<file path="config.mk">
export PLATFORM = sky130hd
export DESIGN_NAME = spi_master
export DESIGN_NICKNAME = d
export VERILOG_FILES = /design/src/rtl/spi_pkg.sv /design/src/rtl/spi_clkgen.sv /design/src/rtl/spi_master.sv
export SDC_FILE = /design/constraint.sdc
export NUM_CORES = 1
export LEC_CHECK = 0
export BUFFER_PORTS_ARGS = -buffer_cell sky130_fd_sc_hd__buf_4
export CAP_MARGIN = 20
export CORE_AREA = 4 4 74 76
export CTS_CLUSTER_DIAMETER = 80
export DETAILED_ROUTE_END_ITERATION = 7
export DIE_AREA = 0 0 78 80
export GPL_ROUTABILITY_DRIVEN = 0
export HOLD_SLACK_MARGIN = 0.06
export PLACE_DENSITY_LB_ADDON = 0.15
export SYNTH_ARGS = -nofsm -noshare
export SYNTH_HDL_FRONTEND = slang
export SYNTH_HIERARCHICAL = 1
export SYNTH_SLANG_ARGS = --single-unit
</file>
<file path="constraint.sdc">
create_clock -name clk -period 1.61 [get_ports clk]
set_input_delay 0.322 -clock clk [delete_from_list [all_inputs] [get_ports clk]]
set_output_delay 0.322 -clock clk [all_outputs]
set_load 0.05 [all_outputs]
</file>
<file path="src/rtl/spi_pkg.sv">
// Shared definitions for the spi_master slice: FSM encoding, command bit values, frame length.
package spi_pkg;

  typedef enum logic [2:0] {
    ST_IDLE  = 3'd0,
    ST_SETUP = 3'd1,
    ST_HIGH  = 3'd2,
    ST_LOW   = 3'd3,
    ST_GAP   = 3'd4
  } spi_state_e;

  localparam logic CMD_READ  = 1'b1;
  localparam logic CMD_WRITE = 1'b0;
  localparam int   NBITS     = 16;

endpackage

</file>
<file path="src/rtl/spi_clkgen.sv">
// Half-period timer: tick marks the last clk of each CLKDIV-long phase; clear restarts it on state entry.
module spi_clkgen #(
  parameter int CLKDIV = 4
) (
  input  logic clk,
  input  logic reset_n,
  input  logic clear,
  output logic tick
);

  localparam int CNTW = (CLKDIV > 1) ? $clog2(CLKDIV) : 1;
  localparam logic [CNTW-1:0] LAST = CNTW'(CLKDIV - 1);

  logic [CNTW-1:0] cnt;

  always_ff @(posedge clk or negedge reset_n) begin
    if (!reset_n) begin
      cnt <= '0;
    end else if (clear || tick) begin
      cnt <= '0;
    end else begin
      cnt <= cnt + CNTW'(1);
    end
  end

  assign tick = (cnt == LAST);

endmodule

</file>
<file path="src/rtl/spi_master.sv">
// SPI mode-0 initiator: one 16-bit frame {addr, rw, data} per accepted start, MSB first.
import spi_pkg::*;

module spi_master #(
  parameter int CLKDIV = 4,
  parameter int ADDRW  = 7,
  parameter int WIDTH  = 8
) (
  input  logic             clk,
  input  logic             reset_n,
  input  logic             start,
  input  logic             rw,
  input  logic [ADDRW-1:0] addr,
  input  logic [WIDTH-1:0] wdata,
  output logic             busy,
  output logic             done,
  output logic [WIDTH-1:0] rdata,
  output logic             sclk_pin,
  output logic             cs_pin,
  output logic             mosi_pin,
  input  logic             miso_pin,
  output spi_state_e       dbg_state
);

  // Request/response: start is taken only while busy=0 (IDLE) and is never queued;
  // busy stays high until done pulses for one cycle, and rdata is valid from that pulse.

  localparam int SW = ADDRW + 1 + WIDTH;

  spi_state_e     state, state_nx;
  logic           tick;
  logic [SW-1:0]  shift;
  logic [WIDTH-1:0] rx;
  logic [4:0]     bit_cnt;
  logic           rw_q;
  logic           miso_s1, miso_s2;
  logic           done_r;

  spi_clkgen #(.CLKDIV(CLKDIV)) u_clkgen (
    .clk     (clk),
    .reset_n (reset_n),
    .clear   (state_nx != state),
    .tick    (tick)
  );

  always_ff @(posedge clk or negedge reset_n) begin
    if (!reset_n) state <= ST_IDLE;
    else          state <= state_nx;
  end

  always_comb begin
    state_nx = state;
    case (state)
      ST_IDLE:  if (start) state_nx = ST_SETUP;
      ST_SETUP: if (tick)  state_nx = ST_HIGH;
      ST_HIGH:  if (tick)  state_nx = ST_LOW;
      ST_LOW:   if (tick)  state_nx = (bit_cnt == 5'(NBITS)) ? ST_GAP : ST_HIGH;
      ST_GAP:   if (tick)  state_nx = ST_IDLE;
      default:             state_nx = ST_IDLE;
    endcase
  end

  always_comb begin
    busy      = (state != ST_IDLE);
    cs_pin    = 1'b1;
    sclk_pin  = 1'b0;
    mosi_pin  = 1'b0;
    done      = done_r;
    dbg_state = state;
    if (state == ST_SETUP || state == ST_HIGH || state == ST_LOW) begin
      cs_pin   = 1'b0;
      mosi_pin = shift[SW-1];
    end
    if (state == ST_HIGH) sclk_pin = 1'b1;
  end

  always_ff @(posedge clk or negedge reset_n) begin
    if (!reset_n) begin
      miso_s1 <= 1'b0;
      miso_s2 <= 1'b0;
    end else begin
      miso_s1 <= miso_pin;
      miso_s2 <= miso_s1;
    end
  end

  // rx is only WIDTH wide, so the command-phase miso bits fall off the top by the end of the frame.
  always_ff @(posedge clk or negedge reset_n) begin
    if (!reset_n) begin
      shift   <= '0;
      rx      <= '0;
      bit_cnt <= '0;
      rw_q    <= CMD_WRITE;
      rdata   <= '0;
      done_r  <= 1'b0;
    end else begin
      done_r <= 1'b0;
      case (state)
        ST_IDLE: begin
          if (start) begin
            shift   <= {addr, rw, (rw == CMD_READ) ? {WIDTH{1'b0}} : wdata};
            rw_q    <= rw;
            bit_cnt <= '0;
          end
        end
        ST_HIGH: begin
          if (tick) begin
            shift   <= {shift[SW-2:0], 1'b0};
            rx      <= {rx[WIDTH-2:0], miso_s2};
            bit_cnt <= bit_cnt + 5'd1;
          end
        end
        ST_GAP: begin
          if (tick) begin
            done_r <= 1'b1;
            if (rw_q == CMD_READ) rdata <= rx;
          end
        end
        default: ;
      endcase
    end
  end

endmodule

</file>
==> results of run 1 <==
-- area by class of cell --
cell class                      count  area, sq um
Fill cell                         390         1879
Multi-Input combinational cell    111        962.2
Sequential cell                    46         1155
Tap cell                           67        83.83
Clock buffer                        5        68.82
Clock inverter                      3        43.79
Timing Repair Buffer               56        511.7
Inverter                            5        18.77
-- worst max-delay path by stage --
stage,cells past startpoint,slack [ns],end
global placement,4,0.04,u_clkgen/cnt[1]$_DFF_PN0_
global route,3,-0.18,busy
floorplan,4,-0.13,shift[1]$_DFFE_PN0P_
detailed placement,4,0.03,shift[1]$_DFFE_PN0P_
CTS,3,-0.13,busy
finish,3,-0.12,busy
-- state kept, by name, summed over array words and instances (netlist names) --
register,cells
done,1
rx,8
bit_cnt,5
shift,16
miso_s2,1
rw_q,1
rdata,8
miso_s1,1
dbg_state,3
u_clkgen/cnt,2
-- kinds of logic after synthesis --
| logic type | Yosys count | share of synthesized area [%] |
|---|---|---|
| DFF | 46 | 54.76 |
| and+or+nand+nor | 34 | 11.61 |
| AOI/OAI and AO/OA | 39 | 10.18 |
| buffers and inverters | 15 | 3.512 |
| muxes | 35 | 18.15 |
| adders and majority gates | 3 | 1.786 |
-- power by group through the flow --
stage               Clock, mW  Sequential [mW]  Combinational, mW
floorplan                   0             1.81               1.40
global placement            0             1.81               1.91
detailed placement          0             1.83               1.96
CTS                     0.887             1.79               2.22
global route            0.950             1.86               2.58
finish                  0.861             1.81               2.38
-- layer usage --
layer	up-vias	track usage (%)	routed length [microns]
li1	721	-	-
met1	769	19.36	1894
met2	34	26.11	2270
met3	5	3.047	181
met4	0	5.245	51
met5	-	0	0
-- through the flow --
step | hold WS, ns | setup TNS [ns] | cell area (sq um)
finish | 0.1270 | -0.2861 | 2844
global route | 0.1118 | -0.7910 | 2844
CTS | 0.1218 | -0.3625 | 2763
detailed placement | 0.3357 | 0 | 2560
global placement | 0.3448 | 0 | 2560
floorplan | 0.02641 | -2.079 | 2147
-- worst max-delay path, cell delays in order (launching register included) --
cell and delay [ns]:
dfrtp_2 0.47, buf_6 0.14, or3_1 0.35, buf_6 0.16
-- synth_stat cells --
library cell and instances:
a21oi_1 4, and2_1 1, and3_1 1, buf_2 5
buf_4 1, buf_6 1, clkbuf_1 3, dfrtp_1 46
ha_1 3, inv_1 5, mux2_2 22, mux2i_1 12
mux2i_2 1, nand2b_1 3, nand3_1 2, nand3b_1 1
nand4_1 2, nand4bb_1 1, nor2_1 4, nor2b_1 7
nor3_2 1, nor3b_2 1, nor3b_4 1, nor4b_2 1
nor4bb_1 1, o21a_1 1, o21ai_0 27, o21ai_1 2
o221a_2 1, o22ai_1 1, o2bb2ai_1 1, o31ai_1 2
or2_0 1, or2_1 1, or2_2 1, or3_1 2
or4_1 2
-- repair_timing --
item / 4_1_cts / 5_1_grt
hold buffers: 1 / 0
endpoints found under the setup margin: 5 / 39
pin swaps: 1 / 5
endpoints found under the hold margin: 46 / 0
resized for setup: 8 / 14
buffers inserted: 5 / 0
==> impl_metrics.csv, run 1 <==
group,metric,value,unit
pwr,pwr-share-clk,17.0,%
setup_path,critPathLaunch,"dbg_state[0]$_DFF_PN0_",
placed_design,post-place-ws,0.02815,ns
cells_and_area,area_delta_synth_final,35.30,%
clock_network,cts_sinks,46,
yosys,yosys.area.top_type_share,54.76,%
flow_run,drv_cap,0,
floorplan,die_h,80,microns
yosys,ys_ff_latch,46,
cells_and_area,antennaDiodeCount,0,
detailed_routing,drt_iter0_drc,74,
clock_network,numCtsBuffers,5,
grt,grt_pass1_vias,1531,
worst_hold_path,holdCritStartpoint,"miso_pin",
clock_network,cts.root.buffer_cell,"clkbuf_8",
floorplan,core-area,4723,sq um
detailed_routing,drcViolationCount,0,
timing,max_slew.worst_pin.slew,0.5870,ns
clock_network,cts_tree,"built",
timing,skew,0.006166,ns
status,status,"complete, but fails checks",
worst_hold_path,hold_depth,1,
yosys,synth_area_per_cell,12.22,sq um
pwr,power,5.051,mW
floorplan,die-area,6240,sq um
timing,rsz0062_at_grt,"true",
floorplan,fp-row-count,25,
pwr,seq_power_share,35.8,%
placed_design,io_buffers,35,
clock_network,clock_path_buffers,2,
cells_and_area,final_common_cell,"buf_4",
placed_design,place_inst,279,
grt,grt_first_pass_wirelength,7514,microns
yosys,synth_top_cells_by_area,"dfrtp_1 55%, mux2_2 12%, o21ai_0 6.4%",
yosys,synthCells,172,
yosys,synth.net_count,195,
yosys,yosysTopAreaCell,"dfrtp_1",
pwr,vdd_drop_max,0.7937,mV
setup_path,critPathLaunchType,"flop",
timing,finalHoldViolCount,0,
cells_and_area,drive_gt1_share,44.69,%
grt,grt_max_degree,47,
pwr,power_leakage,1.319,nW
pwr,power_frac_comb,47.2,%
pwr,p_int,3.250,mW
setup_path,critPathKind,"flop to primary output",
setup_path,cp-end-kind,"primary output",
floorplan,ios,36,
timing,setup_violations,6,
clock_network,insertion_delay,0.29,ns
timing,period_share,107.6,%
pwr,powerDensity,1776,nW/um^2
setup_path,required,1.29,ns
clock_network,clkTransAtPathRegs,0.09,ns
pwr,p_switching,1.801,mW
timing,maxSlewHeadroom,60.87,%
floorplan,die_width,78,microns
yosys,ys_seq_area_share,54.76,%
timing,max_freq,577.2,MHz
worst_hold_path,worstHoldEndpoint,"miso_s1$_DFF_PN0_",
detailed_routing,antenna_left,0,
timing,slew_viol_final,0,
setup_path,worst-path-max-fanout,5,
grt,grt_usage,15.29,%
floorplan,floorplan.initialDensity,44.50,%
cells_and_area,finalNonFillerCells,293,
detailed_routing,post_drt_wl_per_cell,15.01,microns
grt,antenna_found_initial,0,
grt,grt_overflow,0,
setup_path,ff2ff_path_depth,4,
timing,layout_min_cycle_time,1.732,ns
placed_design,hpwl,3057,microns
detailed_routing,avgViaCountPerCell,5.218,
setup_path,cp_data_arrival_time,1.41,ns
setup_path,reg2reg_from,"dbg_state[0]$_DFF_PN0_",
yosys,yosysWarningCount,6,
cells_and_area,fin_util,60.21,%
worst_hold_path,min_path_type,"input pin to flop",
timing,worst_slack,-0.1224,ns
status,violations,"negative setup slack",
yosys,yosysUniqueCellTypes,37,
yosys,synth_area,2102,sq um
clock_network,h-tree-depth,2,
cells_and_area,layout_common_cells,"45 x buf_4, 43 x dfrtp_1, 27 x o21ai_0",
detailed_routing,totalWireLength,4397,microns
cells_and_area,final_nets,248,
setup_path,rr_endpoint,"bit_cnt[4]$_DFFE_PN0P_",
setup_path,r2r_slack,-0.04,ns
detailed_routing,via_count,1529,
detailed_routing,drtPass1Iterations,4,
pwr,switching_share,35.66,%
Note: power is estimated with default switching activity, not from simulation.
==> run 2, diff against run 1 <==
Settings changed: CORE_AREA 4 4 74 76 to 4 4 71 79, DIE_AREA 0 0 78 80 to 0 0 75 83.
==> run 2 against run 1 <==
Against the previous run:
- the run still ends with negative setup slack left
- design area rose by 8.5%
- maximum frequency up 0.51%
- combinational power is 23% higher
- routed wire length rose by 8.6%
- clock skew is 0.0043 ns higher
- critical path type unchanged
==> impl_metrics.csv, run 2 (same netlist as run 1, synthesis figures left out) <==
group,metric,value,unit
clock_network,cts_sinks,46,
floorplan,die_width,75,microns
placed_design,post-place-ws,0.008276,ns
clock_network,clkTransAtPathRegs,0.09,ns
pwr,power_leakage,1.426,nW
timing,setup_violations,9,
worst_hold_path,min_path_type,"input pin to flop",
worst_hold_path,worstHoldEndpoint,"miso_s1$_DFF_PN0_",
cells_and_area,final_common_cell,"buf_4",
pwr,power,5.575,mW
placed_design,place_inst,271,
setup_path,cp-end-kind,"primary output",
grt,grt_usage,15.56,%
pwr,vdd_drop_max,0.8001,mV
cells_and_area,drive_gt1_share,57.44,%
clock_network,cts.root.buffer_cell,"clkbuf_8",
detailed_routing,drcViolationCount,0,
clock_network,insertion_delay,0.30,ns
floorplan,fp-row-count,27,
cells_and_area,final_nets,264,
timing,worst_slack,-0.1135,ns
cells_and_area,regMostFlops,"shift",
cells_and_area,layout_common_cells,"52 x buf_4, 43 x dfrtp_1, 18 x mux2_2",
worst_hold_path,holdCritStartpoint,"miso_pin",
timing,max_slew.worst_pin.slew,0.5804,ns
cells_and_area,largest_reg_flops,16,
flow_run,drv_cap,0,
floorplan,ios,36,
detailed_routing,post_drt_wl_per_cell,15.91,microns
setup_path,r2r_slack,-0.11,ns
placed_design,hpwl,3056,microns
setup_path,ff2ff_path_depth,6,
clock_network,clock_path_buffers,2,
grt,grt_pass1_vias,1629,
detailed_routing,drtPass1Iterations,4,
timing,maxSlewHeadroom,61.31,%
grt,antenna_found_initial,0,
setup_path,required,1.29,ns
floorplan,core-area,4898,sq um
setup_path,rr_endpoint,"shift[1]$_DFFE_PN0P_",
grt,met1_usage,19.05,%
floorplan,die-area,6225,sq um
timing,slew_viol_final,0,
cells_and_area,antennaDiodeCount,0,
grt,grt_max_degree,47,
detailed_routing,avgViaCountPerCell,5.280,
cells_and_area,finalNonFillerCells,300,
timing,layout_min_cycle_time,1.724,ns
setup_path,reg2reg_from,"dbg_state[1]$_DFF_PN0_",
grt,busiest_layer,"met2",
floorplan,die_h,83,microns
detailed_routing,totalWireLength,4774,microns
setup_path,worst-path-max-fanout,4,
timing,rsz0062_at_grt,"true",
timing,period_share,107.1,%
detailed_routing,drt_iter0_drc,83,
placed_design,dpl_cell_area,2556,sq um
clock_network,h-tree-depth,2,
clock_network,cts_tree,"built",
timing,max_freq,580.2,MHz
detailed_routing,via_count,1584,
cells_and_area,fin_area,3085,sq um
pwr,powerDensity,1807,nW/um^2
setup_path,critPathLaunchType,"flop",
grt,grt_first_pass_wirelength,7638,microns
setup_path,critPathKind,"flop to primary output",
cells_and_area,reg_top3,"shift x16, rdata x8, rx x8",
status,status,"complete, but fails checks",
grt,met2_usage,25.44,%
worst_hold_path,hold_depth,1,
grt,met3_usage,4.964,%
placed_design,io_buffers,35,
grt,grt_overflow,0,
timing,setup_tns,-0.5486,ns
setup_path,cp_data_arrival_time,1.40,ns
status,violations,"negative setup slack",
cells_and_area,area_delta_synth_final,46.79,%
timing,finalHoldViolCount,0,
clock_network,numCtsBuffers,5,
timing,skew,0.01044,ns
floorplan,floorplan.initialDensity,42.91,%
detailed_routing,antenna_left,0,
## run 2: timing repair
action / CTS / global route
setup endpoints to repair: 5 / 38
resized for setup: 19 / 49
endpoints found under the hold margin: 46 / 0
pin swaps: 3 / 9
setup buffers: 10 / 10
hold buffers: 1 / 0
## run 2: worst max path at each step
stage | start | endpoint
5_1_grt | dbg_state[1]$_DFF_PN0_ | busy
3_5_place_dp | dbg_state[2]$_DFF_PN0_ | bit_cnt[4]$_DFFE_PN0P_
4_1_cts | dbg_state[1]$_DFF_PN0_ | busy
6_report | dbg_state[0]$_DFF_PN0_ | busy
2_1_floorplan | dbg_state[1]$_DFF_PN0_ | shift[1]$_DFFE_PN0P_
3_3_place_gp | u_clkgen/cnt[0]$_DFF_PN0_ | shift[1]$_DFFE_PN0P_
## run 2: area by class of cell
type / count / area (sq um)
well taps: 58 / 72.57
flip-flops and latches: 46 / 1155
clock buffers: 8 / 110.1
fillers: 362 / 1813
inverters: 5 / 18.77
multi-input cells: 111 / 1060
repair buffers: 72 / 669.4
## run 2: worst max-delay path, cell delays in order (launching register included)
cell and delay, ns:
dfrtp_2 0.48, buf_6 0.14, or3_4 0.33, buf_8 0.16
## run 2: metal layers
layer,wire (microns),up-vias
met4,51,0
li1,-,752
met3,240,5
met2,2487,35
met1,1994,792
met5,0,-
## run 2: power breakdown
group | internal (mW) | switching (mW) | total [mW]
Sequential | 1.54 | 0.308 | 1.84
Combinational | 1.60 | 1.32 | 2.92
Clock | 0.434 | 0.376 | 0.810
Total | 3.57 | 2.01 | 5.58
## run 2: through the flow
stage / hold WS [ns] / util, %
floorplan: 0.02641 / -
global placement: 0.3398 / 52.18
detailed placement: 0.3388 / 52.18
CTS: 0.1212 / 57.85
global route: 0.1130 / 62.99
finish: 0.1302 / 62.99
==> run 3, diff against run 2 <==
Settings changed: CORE_AREA 4 4 71 79 to 4 4 67 76, DIE_AREA 0 0 75 83 to 0 0 71 80, SKIP_CTS_REPAIR_TIMING set to 1.
==> run 3 against run 2 <==
Against the previous run:
- the flow still finishes with violations (negative setup slack)
- largest power group unchanged
- worst hold slack better by 0.0023 ns
- die area down 8.8%
- clock power down 2%
- combinational power fell by 16%
- design area is 7.3% lower
- non-clock buffer count fell by 7
- largest cell class unchanged
- core utilization grew 4.3 points
- flip-flop and latch count unchanged
- critical path depth stayed put
- count of clock-buffer cells in the layout unchanged
- maximum frequency fell by 0.40%
- worst setup slack worse by 0.0070 ns
==> impl_metrics.csv, run 3 (same netlist as run 1, synthesis figures left out) <==
group,metric,value,unit
worst_hold_path,hold_depth,1,
detailed_routing,avgViaCountPerCell,5.315,
cells_and_area,final_nets,257,
clock_network,h-tree-depth,2,
setup_path,cp-end-kind,"primary output",
grt,antenna_found_initial,0,
clock_network,clock_path_buffers,2,
clock_network,numCtsBuffers,5,
floorplan,core-area,4254,sq um
clock_network,cts_sinks,46,
cells_and_area,antennaDiodeCount,0,
flow_run,drv_cap,0,
cells_and_area,fin_area,2861,sq um
setup_path,critPathKind,"flop to primary output",
timing,maxSlewHeadroom,62.21,%
timing,period_share,107.5,%
setup_path,rr_endpoint,"shift[3]$_DFFE_PN0P_",
cells_and_area,final_common_cell,"buf_4",
timing,finalHoldViolCount,0,
cells_and_area,drive_gt1_share,47.23,%
placed_design,dpl_cell_area,2536,sq um
floorplan,ios,36,
grt,grt_usage,15.42,%
floorplan,fp-row-count,25,
grt,met1_usage,18.95,%
grt,met2_usage,24.95,%
cells_and_area,fin_util,67.26,%
setup_path,slowest_delay,0.45,ns
setup_path,worstPathCellList,"buf_6, or3_4, buf_8",
grt,grt_overflow,0,
status,status,"complete, but fails checks",
worst_hold_path,min_path_type,"input pin to flop",
cells_and_area,largest_reg_flops,16,
grt,grt_max_degree,47,
detailed_routing,antenna_left,0,
setup_path,critPathLaunchType,"flop",
cells_and_area,area_delta_synth_final,36.13,%
placed_design,place_inst,265,
timing,setup_violations,6,
grt,met3_usage,4.660,%
placed_design,io_buffers,35,
setup_path,r2r_slack,-0.11,ns
pwr,power_leakage,1.378,nW
setup_path,critPathLaunch,"dbg_state[0]$_DFF_PN0_",
setup_path,ff2ff_path_depth,5,
cells_and_area,finalNonFillerCells,289,
grt,grt_pass1_vias,1490,
timing,worst_slack,-0.1205,ns
floorplan,die-area,5680,sq um
cells_and_area,layout_common_cells,"51 x buf_4, 43 x dfrtp_1, 21 x o21ai_0",
timing,setup_tns,-0.5624,ns
grt,busiest_layer,"met2",
timing,rsz0062_at_grt,"true",
worst_hold_path,worstHoldEndpoint,"miso_s1$_DFF_PN0_",
floorplan,floorplan.initialDensity,49.41,%
placed_design,hpwl,2831,microns
setup_path,critPathSlowestCell,"dfrtp_2",
timing,layout_min_cycle_time,1.731,ns
detailed_routing,via_count,1536,
grt,grt_first_pass_wirelength,6844,microns
setup_path,worst-path-max-fanout,6,
clock_network,clkTransAtPathRegs,0.08,ns
status,violations,"negative setup slack",
floorplan,die_h,80,microns
setup_path,crit_buf_inv,2,
timing,skew,0.007007,ns
setup_path,path_delay_family,"flip-flops",
setup_path,cp_data_arrival_time,1.41,ns
worst_hold_path,holdCritStartpoint,"miso_pin",
detailed_routing,drtPass1Iterations,4,
timing,slew_viol_final,0,
clock_network,cts.root.buffer_cell,"clkbuf_8",
detailed_routing,drt_iter0_drc,46,
floorplan,die_width,71,microns
detailed_routing,drcViolationCount,0,
pwr,powerDensity,1759,nW/um^2
setup_path,required,1.29,ns
detailed_routing,totalWireLength,4440,microns
timing,max_freq,577.9,MHz
pwr,vdd_drop_max,1.002,mV
clock_network,cts_tree,"built",
cells_and_area,reg_top3,"shift x16, rdata x8, rx x8",
setup_path,reg2reg_from,"dbg_state[0]$_DFF_PN0_",
clock_network,insertion_delay,0.29,ns
detailed_routing,post_drt_wl_per_cell,15.36,microns
cells_and_area,regMostFlops,"shift",
timing,max_slew.worst_pin.slew,0.5669,ns
-- run 3: changes by cell type in the layout (fill, tap and decap cells not counted), sizes merged --
| cell | change |
|---|---|
| buf | -9 |
| clkbuf | +2 |
-- run 3: final cells by class --
cell class | count | area [sq um]
tap | 54 | 67.56
fill | 328 | 1393
sequential | 46 | 1155
clock buffer | 8 | 110.1
inverter | 5 | 18.77
multi-input combinational | 111 | 933.4
timing repair buffer | 65 | 576.8
-- run 3: where the power goes --
group / leakage (nW) / total [mW] / switching, mW / internal (mW)
clock: 0.0575 / 0.797 / 0.363 / 0.433
combinational: 0.731 / 2.44 / 1.16 / 1.28
sequential: 0.589 / 1.79 / 0.257 / 1.54
total: 1.38 / 5.03 / 1.78 / 3.25
-- run 3: layer usage --
layer  share of wire [%]  vias to the layer above
li1                    -                      738
met1                  44                      759
met2                  50                       35
met3                 5.0                        4
met4                 1.1                        0
met5                   0                        -
-- run 3: metrics by stage --
step	total power [mW]	setup slack, ns	hold slack, ns
floorplan	3.211	-0.1320	0.02641
global placement	3.678	0.05401	0.3448
detailed placement	3.745	0.01347	0.3363
CTS	4.550	-0.2027	0.02744
global route	5.358	-0.1729	0.1173
finish	5.032	-0.1205	0.1324
-- run 3: worst max path at each step --
stage	slack [ns]	depth (start not counted)	end
after floorplan	-0.13	4	shift[1]$_DFFE_PN0P_
after global placement	0.05	4	shift[7]$_DFFE_PN0P_
after detailed placement	0.01	4	shift[7]$_DFFE_PN0P_
after CTS	-0.20	4	mosi_pin
after global routing	-0.17	3	busy
final	-0.12	3	busy
